### config.mk
export PLATFORM = sky130hd
export DESIGN_NAME = ox_mlp_classifier
export DESIGN_NICKNAME = d
export VERILOG_FILES = /design/src/rtl/ox_mlp_classifier.sv
export SDC_FILE = /design/constraint.sdc
export NUM_CORES = 2
export LEC_CHECK = 0
export ABC_AREA = 0
export CAP_MARGIN = 0
export CORE_MARGIN = 2
export CORE_UTILIZATION = 30
export CTS_CLUSTER_SIZE = 40
export DETAILED_ROUTE_END_ITERATION = 10
export SLEW_MARGIN = 15
export SYNTH_ARGS = -nofsm -noshare
export SYNTH_HDL_FRONTEND = slang
export SYNTH_SLANG_ARGS = --single-unit
### constraint.sdc
create_clock -name clk -period 10.3 [get_ports clk]
set_input_delay 2.06 -clock clk [delete_from_list [all_inputs] [get_ports clk]]
set_output_delay 2.06 -clock clk [all_outputs]
set_load 0.05 [all_outputs]
### src/rtl/ox_mlp_classifier.sv
// Serial 16-NH-2 MLP classifier for the 4x4 O/X keypad drawing.
// Binary inputs, ReLU/saturating hidden layer, signed O and X scores.
module ox_mlp_classifier #(
  parameter int NI    = 16,
  parameter int NH    = 8,
  parameter int NO    = 2,
  parameter int SHIFT = 0,
  parameter int ACC_W = 24
) (
  input  logic             clk,
  input  logic             rst,
  input  logic             start,
  input  logic [NI-1:0]    grid,
  input  logic             wr_en,
  input  logic [7:0]       wr_addr,
  input  logic [7:0]       wr_data,
  output logic             busy,
  output logic             done,
  output logic [1:0]       result,
  output logic [ACC_W-1:0] score_o,
  output logic [ACC_W-1:0] score_x
);

  localparam int B1_BASE = NI * NH;
  localparam int W2_BASE = B1_BASE + NH;
  localparam int B2_BASE = W2_BASE + NO * NH;
  localparam int MEM_N   = B2_BASE + NO;
  localparam int I_W     = (NI > 1) ? $clog2(NI) : 1;
  localparam int J_W     = (NH > 1) ? $clog2(NH) : 1;
  localparam int K_W     = (NO > 1) ? $clog2(NO) : 1;

  typedef enum logic [2:0] {IDLE, L1, L2, CMP, DONE} state_t;

  state_t                  state_reg;
  logic [NI-1:0]           grid_reg;
  logic [I_W-1:0]          i_reg;
  logic [J_W-1:0]          j_reg;
  logic [K_W-1:0]          k_reg;
  logic signed [15:0]      acc1_reg;
  logic [7:0]              h_reg [NH];
  logic signed [ACC_W-1:0] acc_o_reg [NO];
  logic                    busy_reg;
  logic                    done_reg;
  logic [1:0]              result_reg;
  logic [ACC_W-1:0]        score_o_reg;
  logic [ACC_W-1:0]        score_x_reg;

  // Weights are deliberately outside the reset domain so they survive rst.
  logic signed [7:0]       weight_mem [MEM_N];

  always_ff @(posedge clk) begin
    if (wr_en && !busy_reg && (int'(wr_addr) < MEM_N))
      weight_mem[wr_addr] <= wr_data;
  end

  logic [7:0]         w1_addr, b1_next_addr, w2_addr;
  logic signed [7:0]  w1_val, b1_next_val, w2_val;
  logic signed [15:0] acc1_add, acc1_sum, acc1_sh;
  logic [7:0]         h_next;
  logic signed [16:0] prod;
  logic signed [ACC_W-1:0] prod_ext;
  logic               i_last, j_last, k_last, l1_last;

  always_comb begin
    w1_addr      = 8'(int'(j_reg) * NI + int'(i_reg));
    b1_next_addr = 8'(B1_BASE + int'(j_reg) + 1);
    w2_addr      = 8'(W2_BASE + int'(k_reg) * NH + int'(j_reg));
    w1_val       = weight_mem[w1_addr];
    b1_next_val  = weight_mem[b1_next_addr];
    w2_val       = weight_mem[w2_addr];
    acc1_add     = grid_reg[i_reg] ? {{8{w1_val[7]}}, w1_val} : 16'sd0;
    acc1_sum     = acc1_reg + acc1_add;
    acc1_sh      = acc1_sum >>> SHIFT;
    if (acc1_sh < 16'sd0)
      h_next = 8'd0;
    else if (acc1_sh > 16'sd255)
      h_next = 8'd255;
    else
      h_next = acc1_sh[7:0];
    // Hidden activation is unsigned, so widen with a zero before the signed multiply.
    prod     = $signed({1'b0, h_reg[j_reg]}) * w2_val;
    prod_ext = {{(ACC_W-17){prod[16]}}, prod};
    i_last   = (i_reg == I_W'(NI - 1));
    j_last   = (j_reg == J_W'(NH - 1));
    k_last   = (k_reg == K_W'(NO - 1));
    l1_last  = (state_reg == L1) && i_last && j_last;
  end

  generate
    for (genvar gi = 0; gi < NO; gi++) begin : g_out_acc
      always_ff @(posedge clk or posedge rst) begin
        if (rst)
          acc_o_reg[gi] <= '0;
        else if (l1_last)
          acc_o_reg[gi] <= {{(ACC_W-8){weight_mem[B2_BASE+gi][7]}}, weight_mem[B2_BASE+gi]};
        else if ((state_reg == L2) && (k_reg == K_W'(gi)))
          acc_o_reg[gi] <= acc_o_reg[gi] + prod_ext;
      end
    end
  endgenerate

  always_ff @(posedge clk or posedge rst) begin
    if (rst) begin
      state_reg   <= IDLE;
      grid_reg    <= '0;
      i_reg       <= '0;
      j_reg       <= '0;
      k_reg       <= '0;
      acc1_reg    <= '0;
      h_reg       <= '{default: '0};
      busy_reg    <= 1'b0;
      done_reg    <= 1'b0;
      result_reg  <= 2'b00;
      score_o_reg <= '0;
      score_x_reg <= '0;
    end else begin
      done_reg <= 1'b0;
      case (state_reg)
        IDLE: begin
          if (start) begin
            grid_reg  <= grid;
            busy_reg  <= 1'b1;
            i_reg     <= '0;
            j_reg     <= '0;
            k_reg     <= '0;
            acc1_reg  <= {{8{weight_mem[B1_BASE][7]}}, weight_mem[B1_BASE]};
            state_reg <= L1;
          end
        end
        L1: begin
          if (i_last) begin
            h_reg[j_reg] <= h_next;
            i_reg        <= '0;
            if (j_last) begin
              j_reg     <= '0;
              k_reg     <= '0;
              acc1_reg  <= '0;
              state_reg <= L2;
            end else begin
              j_reg    <= j_reg + 1'b1;
              acc1_reg <= {{8{b1_next_val[7]}}, b1_next_val};
            end
          end else begin
            i_reg    <= i_reg + 1'b1;
            acc1_reg <= acc1_sum;
          end
        end
        L2: begin
          if (j_last) begin
            j_reg <= '0;
            if (k_last)
              state_reg <= CMP;
            else
              k_reg <= k_reg + 1'b1;
          end else begin
            j_reg <= j_reg + 1'b1;
          end
        end
        CMP: begin
          score_o_reg <= acc_o_reg[0];
          score_x_reg <= acc_o_reg[1];
          if (acc_o_reg[0] > acc_o_reg[1])
            result_reg <= 2'b01;
          else if (acc_o_reg[1] > acc_o_reg[0])
            result_reg <= 2'b10;
          else
            result_reg <= 2'b00;
          busy_reg  <= 1'b0;
          done_reg  <= 1'b1;
          state_reg <= DONE;
        end
        DONE: state_reg <= IDLE;
        default: state_reg <= IDLE;
      endcase
    end
  end

  assign busy    = busy_reg;
  assign done    = done_reg;
  assign result  = result_reg;
  assign score_o = score_o_reg;
  assign score_x = score_x_reg;

endmodule

# Yosys cells after proc, flatten, opt, wreduce, memory -nomap -nowiden
# Memory sizes are Yosys's and may differ from the RTL's.
# Cells that the tools add are included.
# op_classes
add_sub_neg	11
mul	1
n_div	0
n_lt_le_gt_ge	8
n_eq_ne	10
shift	0
muxes	45
n_bitwise	2
n_reduce_logical	21
# ops
operator	count
24-bit 2-to-1 mux	4
64-bit bitwise mux	1
16-bit 2-to-1 mux	4
24-bit by 17-bit adder with 24-bit output	2
24-bit > comparator	2
8-bit 2-to-1 mux	5
16-bit one-hot mux with 2 select lines	1
8-bit binary-select mux with 3-bit select	1
8-bit demux with 3-bit select	1
3-bit 2-to-1 mux	8
9-bit by 8-bit multiplier with 17-bit output	1
16-bit adder	1
16-bit by 9-bit > comparator with 1-bit output (second input constant)	1
16-bit by 1-bit less-than comparator with 1-bit output (second input constant)	1
3-bit one-hot mux with 4 select lines	1
1-bit 2-to-1 mux	10
2-bit != test (second input constant)	5
5-bit AND reduction	2
3-bit one-hot mux with 3 select lines	1
7-bit by 4-bit adder with 8-bit output	1
8-bit by 1-bit adder with 8-bit output (second input constant)	1
8-bit by 3-bit adder with 8-bit output	1
8-bit by 3-bit adder with 8-bit output (first input constant)	1
8-bit by 4-bit adder with 8-bit output (first input constant)	1
26 further kinds	41
# word_totals
ff_bits	207
latchBits	0
ram_bits	1232
romBits	0
in_bits	36
word_cells	120
mem_count	1
# memory_table
name	words	word_bits	read_ports	rd_clocked_by_memory_dff	wr	line_no	rtl
weight_mem	154	8	6	0	1	49	logic signed [7:0] weight_mem [MEM_N];

# Depth between registers and ports, before layout
# logic_depth
ltp_word	8
mapped_depth	38
ltp_nobuf	36

# Worst setup path before layout
# No wires, ideal clock.
# synth_timing
path_type	register to register
from	reg j_reg[0]
to	reg acc_o_reg[23] (netlist bit)
t_arrival_ns	8.078
t_required_ns	10.195
path_slack_ns	2.117
stages_incl_launch_ff	34
path_buffers	5
period_less_slack_ns	8.183
path_cell_list	dfrtp_1 -> clkbuf_1 -> buf_1 -> clkbuf_1 -> buf_2 -> buf_1 -> nand2_1 -> nand4_1 -> o21ai_1 -> or2_2 -> fa_1 -> fa_1 -> inv_1 -> fa_1 -> inv_1 -> fa_1 -> inv_1 -> ha_1 -> nand2_1 -> o211ai_1 -> nand2_1 -> o2111ai_1 -> o211ai_1 -> xnor2_1 -> inv_1 -> ha_1 -> and2_1 -> a221o_1 -> a21o_1 -> a21oi_1 -> a311oi_1 -> a31oi_1 -> a21oi_1 -> nor4b_1
# synth_between
elab_chain_cells	8
word_cells_on_any_way	13
classes_between	add/sub (2); mul (1); eq/ne (1); mux (5); bitwise (1); reduce/logical (2); memory (1)
# synth_lines
item	line_no	rtl
start, declared	37	logic [J_W-1:0] j_reg;
start signal, assigned	140	j_reg <= j_reg + 1'b1;
start signal, assigned	156	j_reg <= j_reg + 1'b1;
branches (longest 8 deep; another with 24-bit by 17-bit adder with 24-bit output)	n/a	
end signal, assigned by index	95	acc_o_reg[gi] <= {{(ACC_W-8){weight_mem[B2_BASE+gi][7]}}, weight_mem[B2_BASE+gi]};
end signal, assigned by index	97	acc_o_reg[gi] <= acc_o_reg[gi] + prod_ext;
end, declared	41	logic signed [ACC_W-1:0] acc_o_reg [NO];
# Several ways; the timed one is not identified. The select of a mux whose other input is x is not followed.
# A chain may end at the register's enable or synchronous reset.

# Final worst setup path
# layout_timing
from	reg j_reg[1]
to	reg acc_o_reg[23] (netlist bit)
# The elaborated chain is that of the path after synthesis.

==> results.md <==
STA:
- The worst path meets setup with around 0.8 ns of slack.
- On the final layout, the worst clock skew is 0.0708 ns.
- The final count of hold timing violations is 0.
- The final number of max-transition violations is 0.
- The final worst-path cycle share is 92.2%.
- Based on the critical path, the design can be clocked at up to about 110 MHz.
- Setup violations remaining at the end of the flow were counted as 0.
- Setup repair after global routing left no endpoint under its margin.
- The shortest clock period the worst path allows after layout is 9.50 ns.
- Measured against its own limit, the worst slew margin works out to 15.4%.
- For the final routed database, the setup TNS stands at 0 ns.
- At the pin with the least slew margin, the transition time is 1.27 ns.

Synthesis:
- The synthesized-area fraction occupied by adder cells is 4.00%.
- The part of the Yosys area used for sequential elements is 67.8%.
- By area, the combinational part of the netlist is dominated by multiplexers.
- Synthesis handed over a netlist of 3,818 instances.
- The distinct cell type count of the synthesized netlist is 72.
- The top cell type's share of synthesized area is about 59%.
- The count of flip-flops with a built-in enable after synthesis is 1,232.
- The cell type with the highest aggregate area in the netlist is edfxtp_1.
- The most frequently used flop master after synthesis is edfxtp_1.
- The total number of yosys warnings is 0.
- A synthesized cell averages 16.3 µm².
- Summing the areas of all and, or, nand and nor instances in the mapped netlist gives 6.17% of the synthesized area.
- When the netlist entered floorplanning its net count stood at between 4k and 5k.
- The share of the synthesized netlist area taken by xor and xnor gates is 0.816%.
- The most frequently used cell type in the post-synthesis netlist is edfxtp_1.
- The total standard cell area after synthesis is between 60,000 and 70,000 µm².
- The multiplexer area fraction after synthesis is between 10% and 20%.
- The synthesized netlist devotes 5.21% of its cell area to compound gates.
- In the synthesized netlist the async set-or-reset flop fraction comes to between 10% and 20%.
- After synthesis the netlist holds a flip-flop and latch count of 1,439.
- The commonest cells after synthesis are edfxtp_1, nor2_1, mux4_2.
- Ranked by total cell area, the synthesized netlist is headed by edfxtp_1, mux4_2, dfrtp_1.

CTS:
- The number of hold buffers added after CTS was 0.
- Once the clock tree was built, the resizer swapped 0 gates to a different size.
- The tree built by TritonCTS fans out to about 1.4k sinks.
- The clock transition at the registers of the reported paths is 0.06 ns.
- The number of setup buffers added after CTS is 0.
- The maximum buffer depth of the clock tree is 3.
- In this run the number of H-tree levels came out at 4.
- The root buffer cell is clkbuf_16.
- At the later pin of the worst-skew pair, clock insertion delay measures roughly 0.81 ns.
- In this run, CTS created clock tree buffers numbering 147.
- The clock tree from TritonCTS is built.

Floorplan:
- The number of rows in the core area is 167.
- The die width is 459 µm.
- The full die area is 211,000 µm².
- The top-level port count is slightly below 90.
- Once the floorplan was initialized, standard cells occupied 30.1% of the core.
- The vertical die dimension is 459 µm.
- The core area is 207,000 µm².

Drt:
- The initial detailed-routing violation count is 4,297.
- The final layout contains routed wiring with a total length of between 150,000 and 200,000 µm.
- The via density per instance is ~5.2.
- The number of iterations in the first detailed-routing pass is 6.
- The count of vias placed by the detailed router is 35.2k.
- Dividing the detail-routed wire length by the instance count gives 23.7 µm.
- The number of nets with antenna violations after routing is 0.
- After detailed routing, the number of remaining DRC violations is 0.

Worst setup path:
- The worst setup path is launched from a flip-flop.
- The worst setup path is captured at a flip-flop.
- The largest driver fanout on the critical path is 18.
- The required time at the endpoint of the critical path is 10.99 ns.
- The largest stage delay on the critical path is ~0.63 ns.
- The slowest stage of the critical path belongs to the cell and3_1.
- The type of the setup path with the least slack is reg -> reg.
- For the worst setup path, the data arrival time is 10.19 ns.

Run:
- The count of max-cap constraint violations is 0.

GRT:
- The initial antenna violation count came to 7.
- The wire length of the first global-routing pass is between 200,000 and 250,000 µm.
- The residual overflow from global routing is 0.
- The via count of the first global-routing pass is 34.8k.
- The total global-route track usage is approximately 15%.
- The maximum number of pins on one net before global-route repair is 107.

Final layout:
- The area growth from synthesis to final layout is 14.3%.
- The register with the most flip-flops in the layout has 1,232 of them.
- Summing all non-filler instances in the final layout gives an area of 71,100 µm².
- In the final design database the tool counted 4,142 nets.
- The number of fill cells in the layout is 19.4k.
- In the final layout, the share of cells above drive strength 1 is 18.2%.

Status:
- The run finished with clean final reports.

Placed design:
- At the end of routability-driven placement, the weighted congestion stood at around 0.87.
- Prior to clock tree synthesis, the placed netlist has a worst setup slack of 0.502 ns.
- The standard cell area after detailed placement is 66,300 µm².
- The total of buffers placed on input and output ports is 87.
- After legalization and detailed placement, the total HPWL measured 106,000 µm.

Hold path:
- The tightest min-delay check is of the reg -> reg type.
-- critical path, delay by kind of cell, from the launching register on --
family	cells	cell delay, ns
buffers and inverters	5	1.22
flip-flops	1	0.62
AND/OR/NAND/NOR	7	1.65
AO/OA/AOI/OAI	11	2.64
adder cells (fa/ha/maj)	6	2.76
XOR/XNOR	1	0.51
-- path summary, 6_finish.rpt --
path	start	endpoint	slack, ns	cells after the start
max	j_reg[1]	acc_o_reg[23]	0.80	30
min	weight_mem[152][2]	acc_o_reg[26]	0.46	2
max reg2reg	j_reg[1]	acc_o_reg[23]	0.80	30
min reg2reg	weight_mem[152][2]	acc_o_reg[26]	0.46	2
max in group asynchronous	rst	i_reg[0]	6.94	3
min in group asynchronous	rst	score_o[9]	1.84	2
-- area by class of cell --
cell class              instances  area [µm²]  area share (%)
clock inverters                92         986            1.39
inverters                     111         427           0.600
clock buffers                 175        3850            5.41
well taps                    2704        3380            4.76
diodes                          1        2.50         0.00352
multi-input cells            2086       18900            26.6
flip-flops and latches       1439       42200            59.3
repair buffers                146        1360            1.91
-- cells by family (layout without fill, tap and decap cells) --
| group | count (synthesis) | count (layout) |
|---|---|---|
| AND/OR/NAND/NOR | 889 | 889 |
| XOR/XNOR | 58 | 58 |
| buffers and inverters | 293 | 524 |
| flip-flops | 1439 | 1439 |
| multiplexers | 463 | 463 |
| AO/OA/AOI/OAI | 501 | 501 |
| adder cells (fa/ha/maj) | 175 | 175 |
| other | 0 | 1 |
-- placed cells by master, fill, tap and decap left out, types with 33 or more instances in the layout --
cell | Yosys | routed
nand2_1 | 316 | 316
o22ai_1 | 33 | 33
nand3_1 | 50 | 50
dfrtp_1 | 207 | 202
a22oi_1 | 39 | 39
clkbuf_16 | 0 | 149
ha_1 | 135 | 135
nor3_1 | 49 | 44
clkinv_1 | 4 | 33
mux2_2 | 91 | 91
a31oi_1 | 35 | 35
fa_1 | 40 | 40
buf_4 | 3 | 62
mux2i_1 | 47 | 47
xnor2_1 | 38 | 38
a21oi_1 | 110 | 110
inv_1 | 107 | 106
edfxtp_1 | 1232 | 1232
nor2_1 | 338 | 335
mux4_2 | 325 | 325
o21ai_0 | 106 | 106
clkdlybuf4s50_1 | 0 | 79
-- routing by layer --
layer / global-route usage, % / vias up / share of wire [%]
met4: 3.88 / 6 / 2.4
li1: - / 15200 / -
met3: 2.97 / 235 / 7.6
met2: 23.3 / 1347 / 46
met1: 21.3 / 18400 / 44
met5: 0 / - / 0.021
-- stage by stage --
step | utilization [%] | cells | hold WS (ns)
final | 34.4 | 6754 | 0.455
after global placement | 32.1 | 6486 | 0.436
after CTS | 34.4 | 6753 | 0.458
after detailed placement | 32.1 | 6486 | 0.443
after global routing | 34.4 | 6753 | 0.483
after floorplan | - | 3818 | 0.426
Power is not shown: default switching activity piles up to over one toggle a cycle in this logic, so the estimate is an artifact.
